===== config.mk =====
export PLATFORM = sky130hd
export DESIGN_NAME = jk_counter_reg
export DESIGN_NICKNAME = d
export VERILOG_FILES = /design/src/rtl/jk_counter_reg_pkg.sv /design/src/rtl/jk_counter_reg_cell.sv /design/src/rtl/jk_counter_reg.sv
export SDC_FILE = /design/constraint.sdc
export NUM_CORES = 1
export LEC_CHECK = 0
export CAP_MARGIN = 20
export CORE_UTILIZATION = 36
export DETAILED_ROUTE_END_ITERATION = 8
export PLACE_DENSITY = 0.83
export SLEW_MARGIN = 20
export SYNTH_ARGS = -nofsm -noshare
export SYNTH_HDL_FRONTEND = slang
export SYNTH_SLANG_ARGS = --single-unit
export TNS_END_PERCENT = 1

===== constraint.sdc =====
create_clock -name clk -period 1.6 [get_ports clk]
set_clock_uncertainty 0.2 [all_clocks]
set_input_delay 0.32 -clock clk [delete_from_list [all_inputs] [get_ports clk]]
set_output_delay 0.32 -clock clk [all_outputs]
set_load 0.005 [all_outputs]

===== src/rtl/jk_counter_reg_pkg.sv =====
// Shared definitions for the JK-cell based counter/register.
// Holds the mode encodings seen on jk_counter_reg.mode and the names of the
// JK truth-table rows as seen by a single jk_cell ({j,k}).
package jk_counter_reg_pkg;

  typedef enum logic [1:0] {
    MODE_JK = 2'b00,  // direct per-bit J/K control
    MODE_UP = 2'b01,  // modulo-MOD up count
    MODE_DN = 2'b10,  // modulo-MOD down count
    MODE_LD = 2'b11   // parallel load
  } mode_e;

  // Rows of the JK truth table, indexed by {j,k}.
  typedef enum logic [1:0] {
    JK_HOLD   = 2'b00,
    JK_CLEAR  = 2'b01,
    JK_SET    = 2'b10,
    JK_TOGGLE = 2'b11
  } jk_op_e;

endpackage


===== src/rtl/jk_counter_reg_cell.sv =====
// jk_cell: one-bit JK storage element.
// Ports:
//   clk     rising-edge clock
//   rst     asynchronous active-high reset, loads rst_val
//   rst_val value taken by q while rst is high
//   j, k    JK controls: 00 hold, 01 clear, 10 set, 11 toggle
//   q       stored bit
module jk_cell
  import jk_counter_reg_pkg::*;
(
  input  logic clk,
  input  logic rst,
  input  logic rst_val,
  input  logic j,
  input  logic k,
  output logic q
);

  always_ff @(posedge clk or posedge rst) begin
    if (rst) begin
      q <= rst_val;
    end else begin
      case ({j, k})
        JK_HOLD:   q <= q;
        JK_CLEAR:  q <= 1'b0;
        JK_SET:    q <= 1'b1;
        JK_TOGGLE: q <= ~q;
        default:   q <= q;
      endcase
    end
  end

endmodule


===== src/rtl/jk_counter_reg.sv =====
// jk_counter_reg: WIDTH-bit register built from jk_cell instances.
// Modes: direct per-bit JK, modulo-MOD up count, modulo-MOD down count,
// parallel load. All state lives in the cells; this level only decides
// which J/K vector each cell sees.
// Ports:
//   clk   rising-edge clock
//   rst   asynchronous active-high reset, q <= RST_VAL
//   en    clock enable (0 holds every bit, tc forced 0)
//   mode  00 JK, 01 up, 10 down, 11 load
//   j, k  per-bit JK controls (mode 00)
//   d     parallel load data (mode 11)
//   q     register state
//   qb    ~q
//   tc    terminal count, high in the cycle whose next edge wraps
module jk_counter_reg
  import jk_counter_reg_pkg::*;
#(
  parameter int WIDTH   = 4,
  parameter int MOD     = 16,
  parameter int RST_VAL = 0
) (
  input  logic             clk,
  input  logic             rst,
  input  logic             en,
  input  logic [1:0]       mode,
  input  logic [WIDTH-1:0] j,
  input  logic [WIDTH-1:0] k,
  input  logic [WIDTH-1:0] d,
  output logic [WIDTH-1:0] q,
  output logic [WIDTH-1:0] qb,
  output logic             tc
);

  localparam logic [WIDTH-1:0] TOP   = WIDTH'(MOD - 1);
  localparam logic [WIDTH-1:0] RST_Q = WIDTH'(RST_VAL);

  logic [WIDTH-1:0] cell_j;
  logic [WIDTH-1:0] cell_k;
  logic [WIDTH-1:0] inc_mask;
  logic [WIDTH-1:0] dec_mask;
  logic             up_wrap;
  logic             dn_wrap;

  // Bits that flip on +1 / -1: XOR of the value with its successor or
  // predecessor. Driving these as J=K=mask toggles exactly those cells.
  assign inc_mask = q ^ (q + WIDTH'(1));
  assign dec_mask = q ^ (q - WIDTH'(1));

  // Out-of-range values take the wrap branch so the count recovers in one edge.
  assign up_wrap = (q >= TOP);
  assign dn_wrap = (q == '0) || (q > TOP);

  always_comb begin
    cell_j = '0;
    cell_k = '0;
    tc     = 1'b0;
    if (en) begin
      case (mode)
        MODE_JK: begin
          cell_j = j;
          cell_k = k;
        end
        MODE_UP: begin
          tc = up_wrap;
          if (up_wrap) begin
            cell_j = '0;
            cell_k = '1;
          end else begin
            cell_j = inc_mask;
            cell_k = inc_mask;
          end
        end
        MODE_DN: begin
          tc = dn_wrap;
          if (dn_wrap) begin
            cell_j = TOP;
            cell_k = ~TOP;
          end else begin
            cell_j = dec_mask;
            cell_k = dec_mask;
          end
        end
        MODE_LD: begin
          cell_j = d;
          cell_k = ~d;
        end
        default: begin
          cell_j = '0;
          cell_k = '0;
        end
      endcase
    end
  end

  for (genvar i = 0; i < WIDTH; i++) begin : g_cell
    jk_cell u_cell (
      .clk     (clk),
      .rst     (rst),
      .rst_val (RST_Q[i]),
      .j       (cell_j[i]),
      .k       (cell_k[i]),
      .q       (q[i])
    );
  end

  assign qb = ~q;

endmodule


==> impl_metrics.tcl, run 1 <==
set metrics [dict create \
    status "finished, violations left" \
    violations "setup timing" \
    clock_path_buffers 2 \
    final_nets 148 \
    required_ns 1.08 \
    internal_power_uw 874 \
    vias 778 \
    yosys.area_share.simple 0.142 \
    avgRoutedWirePerCell_microns 15.1 \
    ys_types 32 \
    die_area_sq_um 1750 \
    worst_skew_pair.late_latency_ns 0.26 \
    dpl_cell_area_sq_um 1020 \
    worstSetupPathType "flop to output pin" \
    fin_crit_ns 1.84 \
    cts_made_buffers 3 \
    largestRegisters "g_cell.u_cell.q x4" \
    ff2ff_path_depth 7 \
    maxCapViolations 0 \
    area_delta_synth_final_pct 100 \
    synth_cells 73 \
    finalPower_mw 1.47 \
    worst_pin_slew_ns 0.265 \
    ir_drop_v 0.000785 \
    syn-cell-area_sq_um 572 \
    synthMostInstantiatedCell "inv_1" \
    async_flop_share 1.00 \
    drt_pass1_iterations 4 \
    rsz0062_at_grt "yes" \
    yosys.area_share.adder 0.153 \
    grt_pass1_wl_mm 3.45 \
    synthTopCellsByCount "inv_1, ha_1, o21ai_0, a21oi_1" \
    ant_nets 0 \
    clock-sinks 4 \
    powerDensity_nw_per_um2 1290 \
    grt_max_degree 9 \
    drtIter0Drc 10 \
    synth_edf_count 0 \
    post-route-util 0.769 \
    ctsHoldBuffers 0 \
    ys_seq_area_frac 0.175 \
    max_stage_delay_ns 0.50 \
    seqPwrFrac 0.142 \
    root_buffer "clkbuf_4" \
    path_delay_family "buffers and inverters" \
    slew_headroom 0.821 \
    grt_pass1_vias 757 \
    viasPerCell 5.60 \
    postSynthNetCount 97 \
    finalSetupViolCount 5 \
    core_sq_um 1490 \
    synth_top_family_by_area "compound AO/OA/AOI/OAI gates" \
    worstPathMaxFanout 3 \
    power_frac_comb 0.753 \
    multi_input_area_sq_um 502 \
    cp-end-kind "output pin" \
    drt-total-wl_mm 2.10 \
    crit_chain "buf_4, clkdlybuf4s50_1" \
    largest_reg_flops 4 \
    post-place-cells 132 \
    final_cells 139 \
    io_buffers 25 \
    p_sw_uw 600 \
    fill_cells 109 \
    avgSynthCellArea_sq_um 7.83 \
    p_clk_frac 0.105 \
    final_max_slew_viol_count 0 \
    clk_pin_slew_ns 0.05 \
    final_cell_area_sq_um 1140 \
    synth_compound_area_frac 0.383 \
    antenna_found_initial 0 \
    drive_above_1_share 0.480 \
    setup_ws_ns -0.237 \
    ios 26 \
    crit_arrival_ns 1.32 \
    h-tree-depth 1 \
    tns_ns -0.793 \
    yosys.area.top_type "dfrtp_1" \
    period_share 1.15 \
    top_register "g_cell.u_cell.q" \
    slowest_stage "clkdlybuf4s50_1" \
    seqCellArea_sq_um 101 \
    critPathBufInv 2 \
    synthMuxAreaShare 0 \
    yosys-top-cells-area "dfrtp_1, ha_1, inv_1" \
    max_freq_mhz 544 \
    route.detailed.drc 0 \
    synthXorXnorAreaFrac 0.0153 \
    switching_share 0.407 \
    final-hold-violation-count 0 \
    cp.depth 2 \
    die_height_microns 41.9 \
    cts_tree "done" \
    synth_seq_cells 4 \
    synth-main-ff-cell "dfrtp_1" \
    p_leak_nw 0.499 \
    min_path_type "primary input to async pin" \
    gp_congestion 0.952 \
    dp_hpwl_mm 1.66 \
    initial_core_util 0.384 \
    grt_use_total 0.264 \
    ys_warn_count 0 \
    n_antenna_cell 0 \
    start_kind "flop" \
    die_w_microns 41.9 \
    rows 14 \
    gr-total-overflow 0 \
    yosys.area.top_type_share 0.175 \
]
placed cells by master (no fill, tap or decap), drive strengths merged, types with 2 or more instances in the layout:
master         instances
buf                   29
a211oi                 2
o211ai                 4
clkdlybuf4s15          3
a221oi                 3
dlygate4sd2            3
nand2                  3
nor2b                  2
nand2b                 2
o21ai                  8
clkbuf                 5
ha                     7
inv                   11
a31oi                  2
a21oi                  5
clkdlybuf4s50         15
dfrtp                  4
nor2                   2
metrics by stage:
step	worst slack, ns	hold WS, ns
after floorplan	-0.0636	-0.114
after global placement	-0.803	0.312
after detailed placement	-0.844	0.337
after CTS	-0.241	0.0698
after global routing	-0.311	0.0601
final	-0.237	0.0579
layer usage:
layer / share of wire / track usage / up-vias
li1: - / - / 368
met1: 0.43 / 0.325 / 383
met2: 0.51 / 0.466 / 22
met3: 0.037 / 0.0304 / 5
met4: 0.021 / 0.0968 / 0
met5: 0 / 0 / -
timing repair:
action	CTS	global route
gates resized for setup	38	13
setup buffers	3	1
pin swaps	5	3
setup endpoints to repair	13	8
path summary, 6_finish.rpt:
path	startpoint	end	slack (ns)
min in group clk	g_cell[2].u_cell.q	g_cell[2].u_cell.q	0.49
min	rst	g_cell[2].u_cell.q	0.06
max	g_cell[0].u_cell.q	q[0]	-0.24
max in group asynchronous	rst	g_cell[1].u_cell.q	0.97
min reg2reg	g_cell[2].u_cell.q	g_cell[2].u_cell.q	0.49
max reg2reg	g_cell[0].u_cell.q	g_cell[1].u_cell.q	-0.22
area by class of cell:
class	count	area share
tap	16	0.0175
inverter	11	0.0404
sequential	4	0.0885
multi-input combinational	53	0.438
timing repair buffer	51	0.392
clock buffer	4	0.0230
power groups by stage:
stage / clock, mW / combinational, mW / sequential [mW]
floorplan: 0 / 0.469 / 0.234
global placement: 0 / 0.933 / 0.209
detailed placement: 0 / 0.958 / 0.209
CTS: 0.153 / 1.04 / 0.210
global route: 0.168 / 1.19 / 0.214
finish: 0.154 / 1.11 / 0.209
cells by family (layout without fill, tap and decap cells):
family                   count (synthesis)  after routing
AO/OA/AOI/OAI                           31             31
AND/OR/NAND/NOR                         14             14
buffers and inverters                   16             66
XOR/XNOR                                 1              1
flip-flops                               4              4
adder cells (fa/ha/maj)                  7              7
(Power assumes the default switching activity.)
==> run 2, diff against run 1 <==
--- a/config.mk
+++ b/config.mk
@@ -5,11 +5,12 @@
 export SDC_FILE = /design/constraint.sdc
 export NUM_CORES = 1
 export LEC_CHECK = 0
+export ABC_AREA = 1
 export CAP_MARGIN = 20
-export CORE_UTILIZATION = 36
+export CORE_UTILIZATION = 39
 export DETAILED_ROUTE_END_ITERATION = 8
-export PLACE_DENSITY = 0.83
-export SLEW_MARGIN = 20
+export HOLD_SLACK_MARGIN = 0.02
+export PLACE_DENSITY = 0.84
 export SYNTH_ARGS = -nofsm -noshare
 export SYNTH_HDL_FRONTEND = slang
 export SYNTH_SLANG_ARGS = --single-unit
==> impl_metrics.tcl, run 2 <==
set metrics [dict create \
    status "finished, violations left" \
    violations "DRC, setup timing" \
    top_register "g_cell.u_cell.q" \
    viasPerCell 5.23 \
    ant_nets 0 \
    crit_arrival_ns 1.38 \
    io_buffers 25 \
    fin_hold_ws_ns 0.0827 \
    worstPathMaxFanout 4 \
    ios 26 \
    clock-sinks 4 \
    dpl_cell_area_sq_um 1050 \
    crit_chain "ha_2, nand3_2, nor2_2, o21ai_1, nor2_1, buf_2" \
    n_antenna_cell 0 \
    slowest_stage "dfrtp_1" \
    post-route-util 0.728 \
    max_stage_delay_ns 0.42 \
    grt_pass1_vias 827 \
    fill_cells 117 \
    ys_warn_count 0 \
    synth-main-ff-cell "dfrtp_1" \
    cp-end-kind "output pin" \
    cts_tree "done" \
    synth_seq_cells 4 \
    ir_drop_v 0.000951 \
    final_nets 181 \
    area_delta_synth_final_pct 64.9 \
    layout_common_cells "nand2_1, buf_4, clkdlybuf4s50_1" \
    syn-cell-area_sq_um 696 \
    max_freq_mhz 526 \
    postSynthNetCount 134 \
    largestRegisters "g_cell.u_cell.q x4" \
    start_kind "flop" \
    slew_headroom 0.834 \
    cts_made_buffers 3 \
    gp_congestion 0.901 \
    synth_cells 110 \
    avgRoutedWirePerCell_microns 13.3 \
    grt_pass1_wl_mm 3.48 \
    synth_edf_count 0 \
    route.detailed.drc 3 \
    required_ns 1.08 \
    post-place-cells 162 \
    drt_pass1_iterations 6 \
    dp_hpwl_mm 1.54 \
    gr-total-overflow 0 \
    final_cell_area_sq_um 1150 \
    multi_input_area_sq_um 514 \
    clock_path_buffers 2 \
    core_sq_um 1580 \
    powerDensity_nw_per_um2 1210 \
    finalSetupViolCount 6 \
    root_buffer "clkbuf_4" \
    seqCellArea_sq_um 101 \
    ys_types 23 \
    worst_pin_slew_ns 0.249 \
    place_ws_ns -0.829 \
    synthTopCellsByCount "nand2_1, inv_1, nor2_1, nand3_1, ha_1" \
    drtIter0Drc 49 \
    async_flop_share 1.00 \
    grt_use_total 0.239 \
    tns_ns -0.809 \
    antenna_found_initial 0 \
    min_path_type "primary input to async pin" \
    vias 894 \
    final_common_cell "nand2_1" \
    rsz0062_at_grt "yes" \
    ys_seq_area_frac 0.144 \
    period_share 1.19 \
    worstSetupPathType "flop to output pin" \
    die_height_microns 44.2 \
    die_w_microns 44.2 \
    setup_ws_ns -0.301 \
    grt_max_degree 12 \
    clk_pin_slew_ns 0.04 \
    largest_reg_flops 4 \
    avgSynthCellArea_sq_um 6.32 \
    yosys.area.top_type "dfrtp_1" \
    finalPower_mw 1.38 \
    drive_above_1_share 0.387 \
    final_cells 171 \
    drt-total-wl_mm 2.28 \
    worst_skew_pair.late_latency_ns 0.24 \
    rows 14 \
    h-tree-depth 1 \
    fin_crit_ns 1.90 \
    yosys.area.top_type_share 0.144 \
    p_leak_nw 0.592 \
    final-hold-violation-count 0 \
    die_area_sq_um 1960 \
    yosys-top-cells-area "dfrtp_1, nand2_1, ha_1" \
    synthMostInstantiatedCell "nand2_1" \
    final_max_slew_viol_count 0 \
    initial_core_util 0.441 \
    maxCapViolations 0 \
]
run 2: worst paths after layout:
path	cells past startpoint	slack, ns	startpoint	to
min in group clk	5	0.56	g_cell[2].u_cell.q	g_cell[2].u_cell.q
max in group asynchronous	2	0.94	rst	g_cell[2].u_cell.q
hold reg to reg	5	0.56	g_cell[2].u_cell.q	g_cell[2].u_cell.q
setup reg to reg	13	-0.17	g_cell[0].u_cell.q	g_cell[1].u_cell.q
hold / removal	2	0.08	rst	g_cell[3].u_cell.q
setup / recovery	6	-0.30	g_cell[0].u_cell.q	tc
run 2: worst max-delay path, delay by kind of cell (launching register included):
kind | cells | cell delay (ns)
AO/OA/AOI/OAI | 1 | 0.07
adder cells (fa/ha/maj) | 1 | 0.22
buffers and inverters | 1 | 0.11
flip-flops | 1 | 0.42
AND/OR/NAND/NOR | 3 | 0.32
run 2: what timing repair did:
| item | 4_1_cts | 5_1_grt |
|---|---|---|
| setup endpoints to repair | 13 | 9 |
| hold endpoints to repair | 0 | 0 |
| pin swaps | 5 | 3 |
| setup buffers | 5 | 1 |
| hold buffers | 0 | 0 |
| resized for setup | 28 | 11 |
run 2: kinds of logic (layout without fill, tap and decap cells):
logic type / count (synthesis) / in the layout / share of synthesized area
buffers and inverters: 25 / 70 / 0.189
AND/OR/NAND/NOR: 59 / 59 / 0.406
flip-flops: 4 / 4 / 0.144
AO/OA/AOI/OAI: 15 / 15 / 0.135
adder cells (fa/ha/maj): 7 / 7 / 0.126
run 2: cell type report:
cell class,instances,share of cell area
Sequential cell,4,0.0883
Timing Repair Buffer,48,0.350
Clock buffer,3,0.0196
Inverter,19,0.0763
Tap cell,16,0.0174
Multi-Input combinational cell,81,0.448
run 2: power breakdown:
group	switching, mW	leakage, nW	total [mW]	internal (mW)
sequential	0.0515	0.0438	0.203	0.151
clock	0.0444	0.0138	0.129	0.0841
combinational	0.520	0.534	1.05	0.532
run 2: per-layer routing:
metal / vias to the layer above / track usage / routed length, microns
met5: - / 0 / 0
met4: 0 / 0.0364 / 22
met3: 4 / 0.0816 / 193
met2: 47 / 0.432 / 1130
met1: 405 / 0.276 / 938
li1: 438 / - / -
